File: config.mk
export PLATFORM = sky130hd
export DESIGN_NAME = noc_link_tx
export DESIGN_NICKNAME = d
export VERILOG_FILES = /design/src/rtl/noc_pkg.sv /design/src/rtl/noc_stage_buf.sv /design/src/rtl/noc_link_tx.sv
export SDC_FILE = /design/constraint.sdc
export NUM_CORES = 1
export LEC_CHECK = 0
export ABC_CLOCK_PERIOD_IN_PS = 9700
export CAP_MARGIN = 20
export CORE_AREA = 5 5 142 144
export CTS_BUF_LIST = sky130_fd_sc_hd__clkbuf_4
export DETAILED_ROUTE_END_ITERATION = 12
export DIE_AREA = 0 0 147 149
export PLACE_DENSITY = 0.63
export SLEW_MARGIN = 40
export SYNTH_ARGS = -nofsm -noshare
export SYNTH_HDL_FRONTEND = slang
export SYNTH_SLANG_ARGS = --single-unit
File: constraint.sdc
create_clock -name clk -period 9.7 [get_ports clk]
set_clock_uncertainty 0.2 [all_clocks]
set_input_delay 1.455 -clock clk [delete_from_list [all_inputs] [get_ports clk]]
set_output_delay 1.455 -clock clk [all_outputs]
set_load 0.05 [all_outputs]
File: src/rtl/noc_pkg.sv
// Shared NoC definitions: default link widths and the link-transmitter FSM encoding.
package noc_pkg;

    localparam int PACKET_WIDTH = 55;
    localparam int STALL_WIDTH  = 8;
    localparam int COUNT_WIDTH  = 16;

    typedef enum logic [1:0] {
        IDLE = 2'd0,
        REQ  = 2'd1,
        HOLD = 2'd2
    } link_state_e;

endpackage

File: src/rtl/noc_stage_buf.sv
// Two-entry circular staging buffer between the crossbar and the link FSM.
module noc_stage_buf
    import noc_pkg::*;
#(
    parameter int W = PACKET_WIDTH
) (
    input  logic         clk,
    input  logic         reset,
    input  logic         push_i,
    input  logic [W-1:0] push_data_i,
    input  logic         pop_i,
    output logic [W-1:0] head_data_o,
    output logic [1:0]   count_o,
    output logic         full_o
);

    logic [W-1:0] mem_q [2];
    logic         head_q;
    logic         tail_q;
    logic [1:0]   count_q;

    always_ff @(posedge clk or negedge reset) begin
        if (!reset) begin
            head_q  <= 1'b0;
            tail_q  <= 1'b0;
            count_q <= 2'd0;
        end else begin
            if (push_i) tail_q <= ~tail_q;
            if (pop_i)  head_q <= ~head_q;
            case ({push_i, pop_i})
                2'b10:   count_q <= count_q + 2'd1;
                2'b01:   count_q <= count_q - 2'd1;
                default: count_q <= count_q;
            endcase
        end
    end

    // Payload storage needs no reset: the count alone says which entries are valid.
    always_ff @(posedge clk) begin
        if (push_i) mem_q[tail_q] <= push_data_i;
    end

    assign head_data_o = mem_q[head_q];
    assign count_o     = count_q;
    assign full_o      = (count_q == 2'd2);

endmodule

File: src/rtl/noc_link_tx.sv
// NoC output-port link transmitter: local req/gnt intake, staging, downstream
// req/gnt FSM, sent-packet counter and stall detection.
module noc_link_tx
    import noc_pkg::*;
#(
    parameter int packetwidth = PACKET_WIDTH,
    parameter int stallWidth  = STALL_WIDTH,
    parameter int countWidth  = COUNT_WIDTH
) (
    input  logic                   clk,
    input  logic                   reset,
    input  logic                   reqIn,
    output logic                   gntIn,
    input  logic [packetwidth-1:0] PacketIn,
    output logic                   stageFull,
    output logic                   reqDnStr,
    input  logic                   gntDnStr,
    output logic [packetwidth-1:0] PacketOut,
    output logic                   busy,
    output logic                   stall,
    output logic [countWidth-1:0]  sentCount
);

    localparam logic [stallWidth-1:0] STALL_MAX = {stallWidth{1'b1}};

    link_state_e            state_q;
    logic                   gnt_in_q;
    logic                   enable_in_q;
    logic                   req_q;
    logic [packetwidth-1:0] pkt_q;
    logic [countWidth-1:0]  sent_q;
    logic [stallWidth-1:0]  stall_cnt_q;

    logic [packetwidth-1:0] head_data;
    logic [1:0]             stage_count;
    logic                   stage_full;
    logic                   accept;
    logic                   pop;

    // Grant decision uses the pre-edge count, so a full buffer refuses even when popping.
    assign accept = reqIn && !stage_full && enable_in_q;
    assign pop    = (state_q == REQ) && gntDnStr;

    noc_stage_buf #(
        .W (packetwidth)
    ) u_stage_buf (
        .clk         (clk),
        .reset       (reset),
        .push_i      (accept),
        .push_data_i (PacketIn),
        .pop_i       (pop),
        .head_data_o (head_data),
        .count_o     (stage_count),
        .full_o      (stage_full)
    );

    always_ff @(posedge clk or negedge reset) begin
        if (!reset) begin
            gnt_in_q    <= 1'b0;
            enable_in_q <= 1'b1;
        end else begin
            gnt_in_q <= accept;
            if (!reqIn)      enable_in_q <= 1'b1;
            else if (accept) enable_in_q <= 1'b0;
        end
    end

    always_ff @(posedge clk or negedge reset) begin
        if (!reset) begin
            state_q     <= IDLE;
            req_q       <= 1'b0;
            pkt_q       <= '0;
            sent_q      <= '0;
            stall_cnt_q <= '0;
        end else begin
            case (state_q)
                IDLE: begin
                    if (stage_count != 2'd0) begin
                        pkt_q       <= head_data;
                        req_q       <= 1'b1;
                        stall_cnt_q <= '0;
                        state_q     <= REQ;
                    end
                end
                REQ: begin
                    if (gntDnStr) begin
                        req_q   <= 1'b0;
                        sent_q  <= sent_q + countWidth'(1);
                        state_q <= HOLD;
                    end else if (stall_cnt_q != STALL_MAX) begin
                        stall_cnt_q <= stall_cnt_q + stallWidth'(1);
                    end
                end
                HOLD: begin
                    // PacketOut stays put this cycle while the receiver writes it.
                    if (stage_count != 2'd0) begin
                        pkt_q       <= head_data;
                        req_q       <= 1'b1;
                        stall_cnt_q <= '0;
                        state_q     <= REQ;
                    end else begin
                        state_q <= IDLE;
                    end
                end
                default: begin
                    req_q   <= 1'b0;
                    state_q <= IDLE;
                end
            endcase
        end
    end

    assign gntIn     = gnt_in_q;
    assign stageFull = stage_full;
    assign reqDnStr  = req_q;
    assign PacketOut = pkt_q;
    assign sentCount = sent_q;
    assign stall     = (state_q == REQ) && (stall_cnt_q == STALL_MAX);
    assign busy      = (state_q != IDLE) || (stage_count != 2'd0);

endmodule

==> results.sh, run 1 <==
export IMPL_die_width_um=147
export IMPL_postCtsSetupBuffers=0
export IMPL_synth_seq_area_share_pct=74.6
export IMPL_peakVddDrop_uv=178
export IMPL_cts_resized=0
export IMPL_place_congestion=0.769
export IMPL_ys_flop_type="edfxtp_1"
export IMPL_drive_gt1_share_pct=7.64
export IMPL_fin_crit_ns=4.23
export IMPL_fin_setup_tns_ns=0
export IMPL_gr_usage_met3_pct=4.35
export IMPL_dp_hpwl_mm=9.72
export IMPL_max_stage_delay_ns=0.83
export IMPL_place_inst=844
export IMPL_antenna_found_initial=0
export IMPL_critPathMaxFanout=17
export IMPL_regArea_um2=5510
export IMPL_max_freq_ghz=0.236
export IMPL_cts_sinks=198
export IMPL_die_area_um2=21900
export IMPL_clk_latency_ns=0.56
export IMPL_status="completed"
export IMPL_syn_nets=552
export IMPL_power_total_uw=2920
export IMPL_yosys_area_top_type="edfxtp_1"
export IMPL_p_leak_uw=0.00362
export IMPL_grt_busiest_layer="met2"
export IMPL_required_ns=8.05
export IMPL_critPathLaunchType="register"
export IMPL_synth_xor_area_share_pct=2.37
export IMPL_netlist_area_um2=7380
export IMPL_cp_slowest_cell="clkdlybuf4s50_1"
export IMPL_fin_crit_sh_pct=43.6
export IMPL_diodes=0
export IMPL_synth_warnings=0
export IMPL_synth_top_family_by_area="multiplexers"
export IMPL_viasPerCell=4.87
export IMPL_synth_common_cells="edfxtp_1, dfrtp_1, nand2_1"
export IMPL_nets=691
export IMPL_nFillCells=1587
export IMPL_critical_path_class="register to primary output"
export IMPL_synthSimpleGateAreaFrac_pct=7.58
export IMPL_grt_pass1_wl_mm=23.5
export IMPL_synthTopCellsByArea="edfxtp_1, dfrtp_1, mux2i_1, o21ai_0, nand2_1"
export IMPL_synth_most_common_cell="edfxtp_1"
export IMPL_setup_viol=0
export IMPL_die_h_um=149
export IMPL_tightest_slew_ns=0.777
export IMPL_numPortBuffers=134
export IMPL_gr_usage_met1_pct=17.3
export IMPL_met2_usage_pct=22.7
export IMPL_hold_path_class="register to register"
export IMPL_cts_clk_slew_worst_paths_ns=0.15
export IMPL_synth_compound_area_share_pct=5.87
export IMPL_synth_adder_area_share_pct=0.509
export IMPL_core_um2=18600
export IMPL_wl_mm=14.3
export IMPL_synth_top_area_share_pct=44.8
export IMPL_power_density_nw_per_um2=316
export IMPL_cts_tree="yes"
export IMPL_synth_distinct_cells=39
export IMPL_num_io_pins=135
export IMPL_rsz0062_at_grt="no"
export IMPL_drt_initial_drc_count=219
export IMPL_synth_cells=490
export IMPL_finalHoldViolations=0
export IMPL_cts_buffers=17
export IMPL_drv_slew=0
export IMPL_route_detailed_drc=0
export IMPL_rows=50
export IMPL_slew_headroom_pct=48.2
export IMPL_cts_root_buf="clkbuf_4"
export IMPL_fin_cells=875
export IMPL_arrival_ns=2.57
export IMPL_final_antenna_net_count=0
export IMPL_synth_seq_cells=198
export IMPL_cts_htree_levels=4
export IMPL_synthArstFlopShare_pct=44.4
export IMPL_path_cells="nand4b_1 > nor3_1 > clkdlybuf4s50_1"
export IMPL_grt_pass1_vias=4517
export IMPL_synth_mux_area_share_pct=7.60
export IMPL_endpoint_kind="primary output"
export IMPL_post_drt_wl_per_cell_um=16.4
export IMPL_vias=4262
export IMPL_syn_area_per_cell_um2=15.1
export IMPL_first_pass_iters=4
export IMPL_cts_path_max_buffers=2
export IMPL_multi_input_area_um2=1790
export IMPL_grt_max_degree=79
export IMPL_postCtsHoldBufs=0
export IMPL_grt_usage_pct=13.7
export IMPL_start_util_pct=39.7
export IMPL_maxCapViolCount=0
export IMPL_overflow=0
export IMPL_synth_edf_count=110
export IMPL_area_growth_pct=25.5
## registers in the layout, summed over array words and instances, names as in the netlist
name                 cells
PacketOut               55
enable_in_q              1
gntIn                    1
reqDnStr                 1
sentCount               16
stall_cnt_q              8
state_q                  2
u_stage_buf.count_o      2
u_stage_buf.head_q       1
u_stage_buf.mem_q      110
u_stage_buf.tail_q       1
## metrics by stage
step                      worst slack, ns  hold slack [ns]  area [µm²]  util, %
after floorplan                      5.10            0.239        7380        -
after global routing                 5.26            0.292        9260     49.8
after global placement               6.05            0.246        8980     48.3
final                                5.47            0.277        9260     49.8
after CTS                            5.41            0.275        9250     49.8
after detailed placement             6.00            0.253        9020     48.5
## final timing paths
check | start | endpoint | slack (ns) | cells after the start
setup / recovery | state_q[0] | stall | 5.47 | 3
hold / removal | enable_in_q | enable_in_q | 0.28 | 2
setup reg to reg | u_stage_buf.count_o[1] | u_stage_buf.mem_q[1][41] | 7.24 | 5
hold reg to reg | enable_in_q | enable_in_q | 0.28 | 2
max in group asynchronous | reset | u_stage_buf.head_q | 7.74 | 2
min in group asynchronous | reset | PacketOut[31] | 0.64 | 1
## kinds of logic (layout without fill, tap and decap cells)
kind of cell    after synthesis  after routing
flops                       198            198
simple gates                113            113
compound gates               75             75
mux                          56             56
buf+inv                      25            176
xor+xnor                     20             20
fa+ha+maj                     3              3
## area by class of cell
cell class	instances	share of cell area, %
clock buffer	20	1.62
clock inverter	11	0.946
inverter	5	0.203
multi-input combinational	267	19.3
sequential	198	59.5
tap	234	3.16
timing repair buffer	140	15.3
## critical path, delay by kind of cell (launching register included)
| family | cells | cell delay (ns) |
|---|---|---|
| and+or+nand+nor | 2 | 0.46 |
| buffers and inverters | 1 | 0.83 |
| DFF | 1 | 0.72 |
## layer usage
| metal | vias to the layer above | wire length (µm) |
|---|---|---|
| li1 | 2045 | - |
| met1 | 2093 | 6280 |
| met2 | 109 | 6930 |
| met3 | 15 | 911 |
| met4 | 0 | 209 |
| met5 | - | 0 |
## power breakdown
part	switching (µW)	internal, µW
Sequential	139	1130
Clock	254	132
Combinational	839	434
Total	1230	1690
## cells in the final DEF (no fill, tap or decap), types with 5 or more instances in the layout
cell type,netlist,layout
clkbuf_4,0,20
nand3_1,11,11
edfxtp_1,110,110
a22o_1,5,5
clkdlybuf4s50_1,0,133
mux2i_1,56,56
xnor2_1,16,16
nand2_1,71,71
inv_1,5,5
dfrtp_1,87,86
o21ai_0,64,64
No activity file was read; power rests on OpenSTA's default activity.
==> inputs of run 2 (changes only) <==
--- a/config.mk
+++ b/config.mk
@@ -5,13 +5,13 @@
 export SDC_FILE = /design/constraint.sdc
 export NUM_CORES = 1
 export LEC_CHECK = 0
-export ABC_CLOCK_PERIOD_IN_PS = 9700
+export ABC_CLOCK_PERIOD_IN_PS = 3500
 export CAP_MARGIN = 20
 export CORE_AREA = 5 5 142 144
 export CTS_BUF_LIST = sky130_fd_sc_hd__clkbuf_4
 export DETAILED_ROUTE_END_ITERATION = 12
 export DIE_AREA = 0 0 147 149
-export PLACE_DENSITY = 0.63
+export PLACE_DENSITY = 0.66
 export SLEW_MARGIN = 40
 export SYNTH_ARGS = -nofsm -noshare
 export SYNTH_HDL_FRONTEND = slang
==> constraint.sdc (replaced) <==
create_clock -name clk -period 3.5 [get_ports clk]
set_clock_uncertainty 0.2 [all_clocks]
set_input_delay 0.525 -clock clk [delete_from_list [all_inputs] [get_ports clk]]
set_output_delay 0.525 -clock clk [all_outputs]
set_load 0.05 [all_outputs]
==> run 2 against run 1 <==
Compared with the run above: sequential share of layout area shrank 0.48 points; final area grew 0.81%; global-route usage grew 0.25 points; setup slack lost 5.2 ns; via count grew 1.0%; die area is the same; critical path type unchanged; largest cell class unchanged.
==> results.sh, run 2 (synthesis results as in run 1) <==
export IMPL_top_register="u_stage_buf.mem_q"
export IMPL_overflow=0
export IMPL_peakVddDrop_uv=425
export IMPL_r2r_start="u_stage_buf.count_o[0]"
export IMPL_num_io_pins=135
export IMPL_post_drt_wl_per_cell_um=16.8
export IMPL_place_area_um2=9040
export IMPL_p_leak_uw=0.00364
export IMPL_route_detailed_drc=0
export IMPL_arrival_ns=2.54
export IMPL_final_antenna_net_count=0
export IMPL_critical_path_class="register to primary output"
export IMPL_slew_headroom_pct=62.1
export IMPL_critPathMaxFanout=17
export IMPL_clk_latency_ns=0.54
export IMPL_numPortBuffers=134
export IMPL_die_area_um2=21900
export IMPL_die_h_um=149
export IMPL_cts_buffers=17
export IMPL_maxCapViolCount=0
export IMPL_viasPerCell=4.91
export IMPL_layout_setup_ws_ns=0.236
export IMPL_r2r_cells=5
export IMPL_fin_crit_ns=3.26
export IMPL_mostFrequentLayoutCells="clkdlybuf4s50_1, edfxtp_1, dfrtp_1"
export IMPL_drv_slew=0
export IMPL_rows=50
export IMPL_grt_pass1_vias=4550
export IMPL_critPathLaunchType="register"
export IMPL_multi_input_area_um2=1790
export IMPL_finalHoldViolations=0
export IMPL_cts_clk_slew_worst_paths_ns=0.15
export IMPL_fin_setup_tns_ns=0
export IMPL_drive_gt1_share_pct=7.63
export IMPL_required_ns=2.77
export IMPL_largest_register_ffs=110
export IMPL_dp_hpwl_mm=9.50
export IMPL_r2r_end="u_stage_buf.mem_q[1][22]"
export IMPL_grt_max_degree=112
export IMPL_cts_root_buf="clkbuf_4"
export IMPL_place_congestion=0.723
export IMPL_rsz0062_at_grt="no"
export IMPL_crit_end="stall"
export IMPL_fin_crit_sh_pct=93.3
export IMPL_startpoint="state_q[0]"
export IMPL_ff2ff_setup_slack_ns=1.30
export IMPL_nFillCells=1591
export IMPL_stdcell_area_um2=9330
export IMPL_final_common_cell="clkdlybuf4s50_1"
export IMPL_vias=4305
export IMPL_cts_sinks=198
export IMPL_power_density_nw_per_um2=887
export IMPL_place_ws_ns=0.812
export IMPL_hold_path_class="register to register"
export IMPL_cts_path_max_buffers=2
export IMPL_grt_usage_pct=14.0
export IMPL_regArea_um2=5510
export IMPL_first_pass_iters=4
export IMPL_start_util_pct=39.7
export IMPL_cts_tree="yes"
export IMPL_antenna_found_initial=1
export IMPL_setup_viol=0
export IMPL_wl_mm=14.7
export IMPL_drt_initial_drc_count=283
export IMPL_nets=692
export IMPL_area_growth_pct=26.5
export IMPL_endpoint_kind="primary output"
export IMPL_tightest_slew_ns=0.569
export IMPL_die_width_um=147
export IMPL_grt_pass1_wl_mm=24.0
export IMPL_cts_htree_levels=4
export IMPL_core_um2=18600
export IMPL_diodes=0
export IMPL_max_freq_ghz=0.306
export IMPL_status="completed"
[run 2: changes by cell type in the layout (fill, tap and decap cells not counted), sizes merged]
| cell | before | now |
|---|---|---|
| clkinvlp | 0 | 1 |
| inv | 6 | 12 |
| clkbuf | 20 | 18 |
| clkinv | 9 | 3 |
| bufinv | 1 | 2 |
| dlygate4sd3 | 0 | 1 |
[run 2: cell type report]
cell class	instances	share of cell area [%]
clock buffer	18	1.45
clock inverter	13	1.53
inverter	5	0.201
multi-input combinational	267	19.1
sequential	198	59.0
tap	234	3.14
timing repair buffer	141	15.5
[run 2: where the power goes]
part	internal [µW]	switching, µW
Combinational	1220	2270
Sequential	3110	466
Clock	442	762
Total	4780	3500
[run 2: timing repair]
action | CTS | global route
hold buffers | 1 | 0
setup buffers | 0 | 0
endpoints found under the hold margin | 54 | 0
resized for setup | 0 | 0
[run 2: worst min path at each step]
stage	cells after the start	slack, ns	to	from
after floorplan	0	0.03	PacketOut[0]	reset
after global placement	2	0.25	enable_in_q	enable_in_q
after detailed placement	2	0.26	enable_in_q	enable_in_q
after CTS	2	0.24	enable_in_q	reqIn
after global routing	2	0.25	enable_in_q	reqIn
final	2	0.28	enable_in_q	enable_in_q
[run 2: worst max-delay path, cell delays in order, from the launching register on]
cell and delay, ns:
dfrtp_1 0.71, nand4b_1 0.27, nor3_1 0.20, clkdlybuf4s50_1 0.84
[run 2: layer usage]
metal,vias up,share of wire (%),track usage [%]
met4,2,0.90,3.22
met2,101,49,23.3
met3,12,5.6,4.71
li1,2047,-,-
met1,2143,44,17.8
met5,-,0.14,0
[run 2: through the flow]
| step | total power [µW] | utilization [%] | cells | hold slack, ns |
|---|---|---|---|---|
| 3_3_place_gp | 7070 | 48.6 | 843 | 0.246 |
| 5_1_grt | 8760 | 50.2 | 876 | 0.245 |
| 6_report | 8280 | 50.2 | 876 | 0.278 |
| 2_1_floorplan | 5890 | - | 490 | 0.0294 |
| 4_1_cts | 8400 | 50.2 | 876 | 0.237 |
| 3_5_place_dp | 7180 | 48.7 | 844 | 0.258 |
